File: config.mk
export PLATFORM = sky130hd
export DESIGN_NAME = multiplicador_secuencial
export DESIGN_NICKNAME = d
export VERILOG_FILES = /design/src/rtl/mult_pkg.sv /design/src/rtl/sumador_restador.sv /design/src/rtl/multiplicador_secuencial.sv
export SDC_FILE = /design/constraint.sdc
export NUM_CORES = 1
export LEC_CHECK = 0
export CORE_MARGIN = 2
export CORE_UTILIZATION = 50
export CTS_BUF_LIST = sky130_fd_sc_hd__clkbuf_8
export DETAILED_ROUTE_END_ITERATION = 12
export GPL_TIMING_DRIVEN = 1
export PLACE_DENSITY = 0.84
export SLEW_MARGIN = 20
export SYNTH_ARGS = -nofsm -noshare
export SYNTH_HDL_FRONTEND = slang
export SYNTH_SLANG_ARGS = --single-unit
File: constraint.sdc
create_clock -name clk -period 2.1 [get_ports clk]
set_input_delay 0.42 -clock clk [delete_from_list [all_inputs] [get_ports clk]]
set_output_delay 0.42 -clock clk [all_outputs]
set_load 0.05 [all_outputs]
File: src/rtl/mult_pkg.sv
// Shared types and Booth opcode helpers for the sequential multiplier.
package mult_pkg;

   typedef enum logic [1:0] {
      IDLE = 2'd0,
      CALC = 2'd1,
      DONE = 2'd2
   } state_t;

   localparam logic [1:0] BOOTH_NOP = 2'b00;
   localparam logic [1:0] BOOTH_ADD = 2'b01;
   localparam logic [1:0] BOOTH_SUB = 2'b10;

   // Unsigned mode only ever adds, on the multiplier LSB.
   // Signed mode decodes the radix-2 Booth pair {Q[0], Q_1}.
   function automatic logic [1:0] booth_op(input logic signed_op,
                                           input logic q0,
                                           input logic q_1);
      logic [1:0] op;
      op = BOOTH_NOP;
      if (!signed_op) begin
         if (q0) op = BOOTH_ADD;
      end else begin
         case ({q0, q_1})
            2'b01:   op = BOOTH_ADD;
            2'b10:   op = BOOTH_SUB;
            default: op = BOOTH_NOP;
         endcase
      end
      return op;
   endfunction

endpackage

File: src/rtl/sumador_restador.sv
// Combinational adder/subtractor; sub=1 computes a-b via inverted b plus carry-in.
module sumador_restador #(
   parameter int W = 9
) (
   input  logic [W-1:0] a,
   input  logic [W-1:0] b,
   input  logic         sub,
   output logic [W-1:0] s
);

   // Carry out is dropped: the guard bit upstream keeps results in range.
   assign s = a + (b ^ {W{sub}}) + W'(sub);

endmodule

File: src/rtl/multiplicador_secuencial.sv
// Sequential multiplier: one add/shift iteration per clock, unsigned or Booth,
// with a built-in start/busy/done controller.
module multiplicador_secuencial
   import mult_pkg::*;
#(
   parameter int BITS = 8
) (
   input  logic              clk,
   input  logic              rst,
   input  logic              start,
   input  logic              signed_mode,
   input  logic [BITS-1:0]   DP_B,
   input  logic [BITS-1:0]   DP_Q,
   output logic [2*BITS-1:0] Producto,
   output logic              busy,
   output logic              done
);

   localparam int W  = BITS + 1;
   localparam int PW = $clog2(BITS + 1);

   state_t          state;
   logic [W-1:0]    a;
   logic [W-1:0]    b;
   logic [BITS-1:0] q;
   logic            q_1;
   logic            mode;
   logic [PW-1:0]   p;

   logic [1:0]      op;
   logic            sub_sel;
   logic [W-1:0]    sum;
   logic [W-1:0]    a_sel;
   logic            fill;
   logic [W-1:0]    a_nxt;
   logic [BITS-1:0] q_nxt;

   assign op      = booth_op(mode, q[0], q_1);
   assign sub_sel = (op == BOOTH_SUB);

   sumador_restador #(.W(W)) u_addsub (
      .a   (a),
      .b   (b),
      .sub (sub_sel),
      .s   (sum)
   );

   // One iteration: optional add/sub, then a right shift of {A,Q}; signed
   // mode replicates the guard bit, unsigned mode shifts in zero.
   always_comb begin
      a_sel = (op == BOOTH_NOP) ? a : sum;
      fill  = mode & a_sel[BITS];
      a_nxt = {fill, a_sel[BITS:1]};
      q_nxt = {a_sel[0], q[BITS-1:1]};
   end

   // Controller and datapath registers; outputs are registered alongside state.
   always_ff @(posedge clk or posedge rst) begin
      if (rst) begin
         state    <= IDLE;
         a        <= '0;
         b        <= '0;
         q        <= '0;
         q_1      <= 1'b0;
         mode     <= 1'b0;
         p        <= '0;
         Producto <= '0;
         busy     <= 1'b0;
         done     <= 1'b0;
      end else begin
         case (state)
            IDLE, DONE: begin
               done <= 1'b0;
               if (start) begin
                  a     <= '0;
                  b     <= signed_mode ? {DP_B[BITS-1], DP_B} : {1'b0, DP_B};
                  q     <= DP_Q;
                  q_1   <= 1'b0;
                  mode  <= signed_mode;
                  p     <= PW'(BITS);
                  busy  <= 1'b1;
                  state <= CALC;
               end else begin
                  state <= IDLE;
               end
            end
            CALC: begin
               a   <= a_nxt;
               q   <= q_nxt;
               q_1 <= q[0];
               p   <= p - PW'(1);
               if (p == PW'(1)) begin
                  Producto <= {a_nxt[BITS-1:0], q_nxt};
                  busy     <= 1'b0;
                  done     <= 1'b1;
                  state    <= DONE;
               end
            end
            default: state <= IDLE;
         endcase
      end
   end

endmodule

== Word level (Yosys, flattened, before mapping) ==
Index checks and enable logic that the tools add are counted.

* Add/sub/neg operators: 3
* Eq/ne operators: 8
* Mux-type cells: 21
* Bitwise operators: 2
* Reductions and logical operators: 9

{| class="wikitable"
|+ Operator list
! kind !! count
|-
| $mux W9 || 3
|-
| $pmux W9 S2 || 1
|-
| $pmux W8 S2 || 1
|-
| $add A9 B1 Y9 || 1
|-
| $add A9 B9 Y9 || 1
|-
| $xor A9 B9 Y9 || 1
|-
| $mux W8 || 1
|-
| $pmux W2 S2 || 2
|-
| $pmux W4 S2 || 1
|-
| $reduce_and A2 Y1 || 4
|-
| $eq A2 B2 Y1 const B || 3
|-
| $mux W1 || 6
|-
| $pmux W1 S2 || 3
|-
| $eq A2 B1 Y1 const B || 2
|-
| $eq A4 B1 Y1 const B || 1
|-
| $logic_not A2 Y1 || 2
|-
| $mux W2 || 2
|-
| $mux W4 || 1
|-
| $ne A2 B2 Y1 const B || 2
|-
| $sub A4 B1 Y4 const B || 1
|-
| $reduce_and A3 Y1 || 1
|-
| $reduce_bool A2 Y1 || 1
|-
| $reduce_or A2 Y1 || 1
|-
| $and A1 B1 Y1 || 1
|}

* Register bits after elaboration: 52
* Bits of input ports: 20
* Logic and storage cells: 53

== Depth between registers and ports, before layout ==
* Depth in word-level cells: 10
* Gate-level depth with buffers: 10
* Mapped depth without buffers: 9

== Modules after synthesis ==
From an unflattened synthesis, not the netlist that was laid out.

* Cells, all modules: 259
* Area, all modules: 2615.0 sq um

{| class="wikitable"
|+ Modules (own cells, without submodules)
! module !! times used !! cells an instance !! area an instance (sq um) !! seq. area each (sq um)
|-
| multiplicador_secuencial || 1 || 196 || 2125.8 || 1301.2
|-
| sumador_restador || 1 || 63 || 489.2 || 0.0
|}

== Least setup slack after synthesis ==
Ideal clock, no wire load.

* Path type: register to register
* Start point: reg q[0]
* End point: reg Producto[15]
* Setup time: 125 ps
* Data arrival time: 2204 ps
* Data required time: 1975 ps
* Setup slack: -228 ps
* Stages on the path, launching flop included: 11
* Clock period less this slack: 2328 ps
* Cells stage by stage: dfrtp_1 nand3b_1 buf_6 xnor2_1 fa_1 nand3_1 a21oi_1 nor4_1 nor2_1 xnor2_1 mux2_2

* Longest elaborated chain between the ends: 8
* Elaborated cells between the ends (all ways): 11

{| class="wikitable"
|+ RTL lines
! item !! line !! RTL
|-
| from (decl) || multiplicador_secuencial.sv:25 || <nowiki>logic [BITS-1:0] q;</nowiki>
|-
| from (signal assigned) || multiplicador_secuencial.sv:89 || <nowiki>q <= q_nxt;</nowiki>
|-
| $eq A2 B2 Y1 or $eq A2 B1 Y1 (tied branches) || mult_pkg.sv:24 || <nowiki>case ({q0, q_1})</nowiki>
|-
| $pmux W2 S2 || mult_pkg.sv:24 ||
|-
| $mux W2 (*) || mult_pkg.sv:21 || <nowiki>if (!signed_op) begin</nowiki>
|-
| $eq A2 B2 Y1 || multiplicador_secuencial.sv:39 || <nowiki>assign sub_sel = (op == BOOTH_SUB);</nowiki>
|-
| $xor A9 B9 Y9 || sumador_restador.sv:12 || <nowiki>assign s = a + (b ^ {W{sub}}) + W'(sub);</nowiki>
|-
| $add A9 B9 Y9 || sumador_restador.sv:12 ||
|-
| $add A9 B1 Y9 || sumador_restador.sv:12 ||
|-
| $mux W9 (*) || multiplicador_secuencial.sv:51 || <nowiki>a_sel = (op == BOOTH_NOP) ? a : sum;</nowiki>
|-
| to (signal assigned) || multiplicador_secuencial.sv:93 || <nowiki>Producto <= {a_nxt[BITS-1:0], q_nxt};</nowiki>
|-
| to (decl) || multiplicador_secuencial.sv:14 || <nowiki>output logic [2*BITS-1:0] Producto,</nowiki>
|}

Mark *: on every way between the ends. The rest lies on a longest branch, timed or not.
A chain may end at the register's enable or synchronous reset.

== Worst setup path after layout ==
* Start point: reg q_1
* End point: reg Producto[15]

* Longest elaborated chain between the ends: 8
* Elaborated cells between the ends (all ways): 10

{| class="wikitable"
|+ RTL lines
! item !! line !! RTL
|-
| from (decl) || multiplicador_secuencial.sv:26 || <nowiki>logic q_1;</nowiki>
|-
| from (signal assigned) || multiplicador_secuencial.sv:90 || <nowiki>q_1 <= q[0];</nowiki>
|-
| $eq A2 B2 Y1 or $eq A2 B1 Y1 (tied branches) || mult_pkg.sv:24 ||
|-
| $pmux W2 S2 (*) || mult_pkg.sv:24 ||
|-
| $mux W2 (*) || mult_pkg.sv:21 ||
|-
| $eq A2 B2 Y1 || multiplicador_secuencial.sv:39 ||
|-
| $xor A9 B9 Y9 || sumador_restador.sv:12 ||
|-
| $add A9 B9 Y9 || sumador_restador.sv:12 ||
|-
| $add A9 B1 Y9 || sumador_restador.sv:12 ||
|-
| $mux W9 (*) || multiplicador_secuencial.sv:51 ||
|}

Marked as above.

==> impl_results.md <==
- CP delay by family, top: simple AND/OR/NAND/NOR gates
- Die Wd: 75.66 um
- Drt first pass iters: 4
- Total grt overflow: 0
- Post-synth EDFFs: 0
- Fillers: 380
- Initial antenna violation count: 0
- Gate Count Post-Synth: 270
- Ys async rst share: 100.0%
- Row cnt: 26
- # IOs: 38
- Register area share after synthesis: 50.68%
- CTS clk-pin slew, worst paths: 100 ps
- Ys flop type: dfrtp_1
- DP HPWL: 4014 um
- Final Max Tran Viols: 0
- Max_cap viols: 0
- Crit end category: register
- Final nets: 365
- Min-delay worst type: primary input to async pin
- Syn Nets: 301
- Worst Tran Pin Value: 693.4 ps
- CTS tree: yes
- Mapped cell area: 0.002567 mm^2
- F_max: 414.3 MHz
- Unrepaired setup endpoints after global routing: yes
- Finish-stage setup viols: 13
- Routed wire per std cell: 14.33 um
- Unique masters post-synth: 43
- CTS max path bufs: 2
- Starting Density: 50.92%
- Crit path buffers/inverters: 1
- Root Driver: clkbuf_8
- Status: finished with violations
- Area Growth Syn to Fin: 35.82%
- Vias per cell: 5.185
- Most common cell after layout, fill and taps aside: nand2_1
- CP max-delay cell: dfrtp_1
- Remaining DRCs: 0
- Detail Route Antenna Nets: 0
- Min Tclk post-route: 2414 ps
- Core area: 0.005042 mm^2
- Crit path top cell by count: xnor2_1
- Vias in the first global route: 2045
- Synth Warn #: 0
- First-pass GRT wire length: 9259 um
- Most frequent cells in the layout: nand2_1 (91), dfrtp_1 (51), clkdlybuf4s50_1 (37)
- CP arrival: 2620 ps
- Crit path kind: register to register
- Via count: 2100
- Inserted Diodes: 0
- Routability congestion estimate from global placement: 0.8592
- Routed WL: 5802 um
- Clock skew: 12.25 ps
- Num CTS Buffers: 5
- Worst-Skew Late Latency: 320 ps
- Vert. Die Dim: 75.66 um
- Failing checks: negative setup slack
- Finished Core Util: 69.16%
- Die ar.: 0.005724 mm^2
- H-Tree Depth: 2
- Critical path, cell by cell: nand3b_1, buf_12, xnor2_1, ha_1, a21oi_1, o21ai_1, nor4_2, nor2_1, xnor2_1, mux2_2
- Crit Path Max Fanout: 10
- Share of cells above drive strength 1: 20.00%
- CP startpoint kind: register
- Setup ws final: -313.5 ps
- Gr usage total: 21.55%
- Critical Path RT: 2300 ps
- DRC marker count from the first detailed-route iteration: 112
- Worst path max stage delay: 390 ps
- Rel. slew slack: 53.73%
- CTS sink cnt: 52
- Final hold vios: 0
- Port Buf Inserts: 37
- Mean Syn Cell Area: 9.509 um^2
- Largest net degree at the start of global routing: 53
- Yosys reg bits: 52
- Fin crit share: 114.9%
## cell type report
cell class                 instances  area (um^2)  area share (%)
multi-input combinational        201         1328           38.07
tap                               70        87.58           2.512
clock buffer                       5        68.82           1.973
clock inverter                     3        46.29           1.328
sequential                        52         1303           37.35
timing repair buffer              69        635.6           18.23
inverter                           5        18.77          0.5382
## tightest hold or removal path: stages
cell             delay [ps]
clkdlybuf4s50_1         410
inv_2                    70
buf_12                  260
## final timing paths
path                        startpoint           end  slack, ps  cells past startpoint
hold reg to reg            Producto[4]   Producto[4]        480                      2
hold / removal                     rst          a[6]        460                      3
setup / recovery                   q_1  Producto[15]       -310                     10
min in group clk           Producto[4]   Producto[4]        480                      2
setup reg to reg                   q_1  Producto[15]       -310                     10
max in group asynchronous          rst          q[0]       1400                      3
## through the flow
| stage | cells | setup slack (ps) | area, um^2 | setup TNS [ps] | hold WS, ps |
|---|---|---|---|---|---|
| CTS | 402 | -261.8 | 3431 | -2015 | 475.2 |
| floorplan | 270 | -108.4 | 2619 | -416.6 | 457.5 |
| global route | 405 | -470.5 | 3487 | -4003 | 484.6 |
| finish | 405 | -313.5 | 3487 | -2330 | 459.7 |
| global placement | 392 | -181.7 | 3251 | -2000 | 457.2 |
| detailed placement | 392 | -316.0 | 3251 | -3896 | 461.7 |
## layer usage
| layer | routed length (um) | global-route usage, % | share of wire [%] |
|---|---|---|---|
| met2 | 2991 | 37.97 | 52 |
| met4 | 61 | 6.628 | 1.1 |
| met1 | 2471 | 27.13 | 43 |
| met5 | 0 | 0 | 0 |
| met3 | 277 | 3.704 | 4.8 |
## registers in the layout (all words and copies together) (netlist names)
signal and count:
b 9, p 4, state 2, q_1 1, a 9, mode 1, done 1, q 8
busy 1, Producto 16
## cells by family (layout without fill, tap and decap cells)
kind of cell / after synthesis / count (layout) / share of synthesized area [%]
buf+inv: 17 / 82 / 2.827
fa+ha+maj: 11 / 11 / 5.653
xor+xnor: 17 / 17 / 6.385
flops: 52 / 52 / 50.68
compound gates: 54 / 54 / 14.38
simple gates: 114 / 114 / 18.03
mux: 5 / 5 / 2.047
## cell usage after synthesis, types with 2 or more instances
library cell / n / area (um^2)
nand2_1: 91 / 341.6
nand2b_1: 3 / 18.77
buf_1: 2 / 7.510
o21ai_0: 9 / 45.04
o31a_1: 2 / 17.52
a22oi_1: 8 / 60.06
clkbuf_1: 8 / 30.03
nor2b_1: 3 / 18.77
a21oi_1: 8 / 40.04
mux2i_1: 3 / 30.03
xnor2_1: 12 / 105.1
a22o_1: 4 / 35.03
xor2_1: 3 / 26.28
mux2_2: 2 / 22.52
o21ai_1: 8 / 40.04
a31oi_1: 3 / 18.77
nor2_1: 7 / 26.28
dfrtp_1: 52 / 1301
nand3_1: 5 / 25.02
ha_1: 10 / 125.1
inv_1: 5 / 18.77
## what timing repair did
item                       CTS  global route
setup endpoints to repair   13            15
pin swaps                    3             2
setup buffers                2             3
hold buffers                 0             0
resized for setup            6             7
Power is not shown: default switching activity piles up to over one toggle a cycle in this logic, so the estimate is an artifact.
==> variant: new RTL, config.mk and constraints unchanged <==
The 3 states of `state_t` get a one-hot encoding in 3 bits.
--- a/src/rtl/mult_pkg.sv
+++ b/src/rtl/mult_pkg.sv
@@ -1,10 +1,10 @@
 // Shared types and Booth opcode helpers for the sequential multiplier.
 package mult_pkg;
 
-   typedef enum logic [1:0] {
-      IDLE = 2'd0,
-      CALC = 2'd1,
-      DONE = 2'd2
+   typedef enum logic [2:0] {
+      IDLE = 3'b001,
+      CALC = 3'b010,
+      DONE = 3'b100
    } state_t;
 
    localparam logic [1:0] BOOTH_NOP = 2'b00;
Function: same outputs for any inputs over 4 cycles, from zero or initial values and one cycle with rst high; so few cycles prove little.
==> variant against the unedited design <==
  * The flow still finishes with violations (negative setup slack)
  * Design area increased by 4.8%
  * Sequential cell count increased by 1
  * Sequential share of layout area decreased by 1.0 points
  * Routed wire length is 11% higher
  * Maximum frequency fell by 2.7%
  * Worst setup slack got worse by 66 ps
  * Clock skew about the same
  * Synthesized area up 0.54%
  * Critical endpoint is now a[7]
  * Die area up 0.50%
  * Count of clock-buffer cells in the layout did not move
  * Global-route usage up 1.0 points
Power is left out: the tool's default activity adds up to more than one toggle a clock period on the data nets, which glitch-free logic cannot reach.
==> variant: results (changes against the unedited design) <==
The flow ran to the end, but the final reports show violations. The checks that failed: negative setup slack. The slowest stage of the critical path is the fa_2 cell.

The met3 track demand over resource was 3.968% (+0.26 points). The adder-cell area share of the yosys netlist works out to 5.623% (-0.030 points). The per-cell routed wire length came out at 15.81 um (+10%).

The multiplexer fraction of the synthesized cell area was 5.090% (+3.0 points); the actual transition at the worst max-transition pin was 506.1 ps (-187.3 ps). Sorting the synthesized cells by area gives the leading types as dfrtp_1 50%, nand2_1 7.9%, xnor2_1 5.1%. The average vias per placed instance was 5.360 (+3.4%); the number of nets in the layout was 366 (+0.27%). The count of input and output buffers is 37 (unchanged). The met1 track demand over resource was 31.67% (+4.5 points); the clock tree skew after final layout was 12.03 ps (-0.2168 ps).

The total length of routed met2 wires was 3225 um (+7.8%); the xor and xnor fraction of the mapped netlist area was 6.447% (+0.063 points). The kind of cell with the highest combined delay along the critical path is compound AO/OA/AOI/OAI gates. The logs give 3201 um2 (-1.5%) for the post-placement cell area and 266 (-1.5%) for the synthesized instance count. The tools report the global route total overflow as 0 (unchanged). By count the netlist is led by 54 x nand2_1, 52 x dfrtp_1, 26 x o21ai_0, 21 x nor2_1, 15 x xnor2_1. Total via count after detailed routing: 2176 (+3.6%).

The run gives 22 (+16) as the number of gates given a new drive strength after cts. The post-layout worst setup margin is -379.4 ps (-65.92 ps). The arrival time at the worst endpoint was 2680 ps (+60 ps).

The first-pass GRT wire length is 9673 um (+4.5%). The maximum fanout along the worst path works out to 5 (-5). The run gives 0.8665 (+0.85%) as the final RePlAce weighted congestion.

The global-route usage over all layers is 22.56% (+1.0 points). In this run the worst hold path is classified as input pin to async pin. The delay of the slowest cell on the worst path was 420 ps (+30 ps).

The run gives 193 (+72%) as the violation count after the first detailed-route iteration. The logs give 54 (+1.9%) for the pin count of the biggest net entering global routing and 297 (-1.3%) for the number of nets produced by synthesis. The share of post-route cells with drive strength above 1 is 26.19% (+6.2 points), and the setup total negative slack is -3884 ps (-1554 ps). The number of global-route vias before repair came out at 2025 (-0.98%).

The area fraction in compound gates after synthesis was 13.09% (-1.3 points); the total of endpoints with negative setup slack in the final report was 15 (+2). The tools report the timing endpoint of the critical path as a[7]. For the total length of routed met3 wires, the log shows 313 um (+13%). The logs give 2610 um (+5.6%) for the detailed-routing wirelength on met1 and 6 (+4) for the number of buffers inserted to repair setup after CTS. The logs give 387 (-1.3%) for the total instance count after detailed placement and 35.54% (-2.4 points) for the met2 capacity usage during global routing. The tools report the placed wire-length estimate as 3946 um (-1.7%). The sequential-to-total area share from yosys stat was 51.43% (+0.75 points). The run gives 32 (-26%) as the number of library cell types mapped by synthesis.
-- variant: stage by stage --
stage	hold WS (ps)	util, %
2_1_floorplan	458.2	-
3_5_place_dp	462.3	63.47
3_3_place_gp	456.7	63.47
6_report	458.9	72.51
5_1_grt	503.0	72.51
4_1_cts	468.7	69.08
-- variant: worst register-to-register path, cell delays in order (launching register included) --
cell,delay [ps]
dfrtp_1,400
nand3b_1,200
buf_6,190
xnor2_4,160
buf_4,150
fa_2,420
nand3_4,100
a21oi_2,70
o21a_1,190
o21ai_2,220
xor2_2,190
o2bb2ai_1,80
-- variant: layout make-up --
| type | instances | area [um2] |
|---|---|---|
| well taps | 70 | 87.58 |
| flip-flops and latches | 53 | 1328 |
| clock buffers | 5 | 68.82 |
| inverters | 10 | 37.54 |
| multi-input cells | 193 | 1436 |
| clock inverters | 3 | 43.79 |
| fillers | 347 | 1386 |
| repair buffers | 72 | 654.4 |
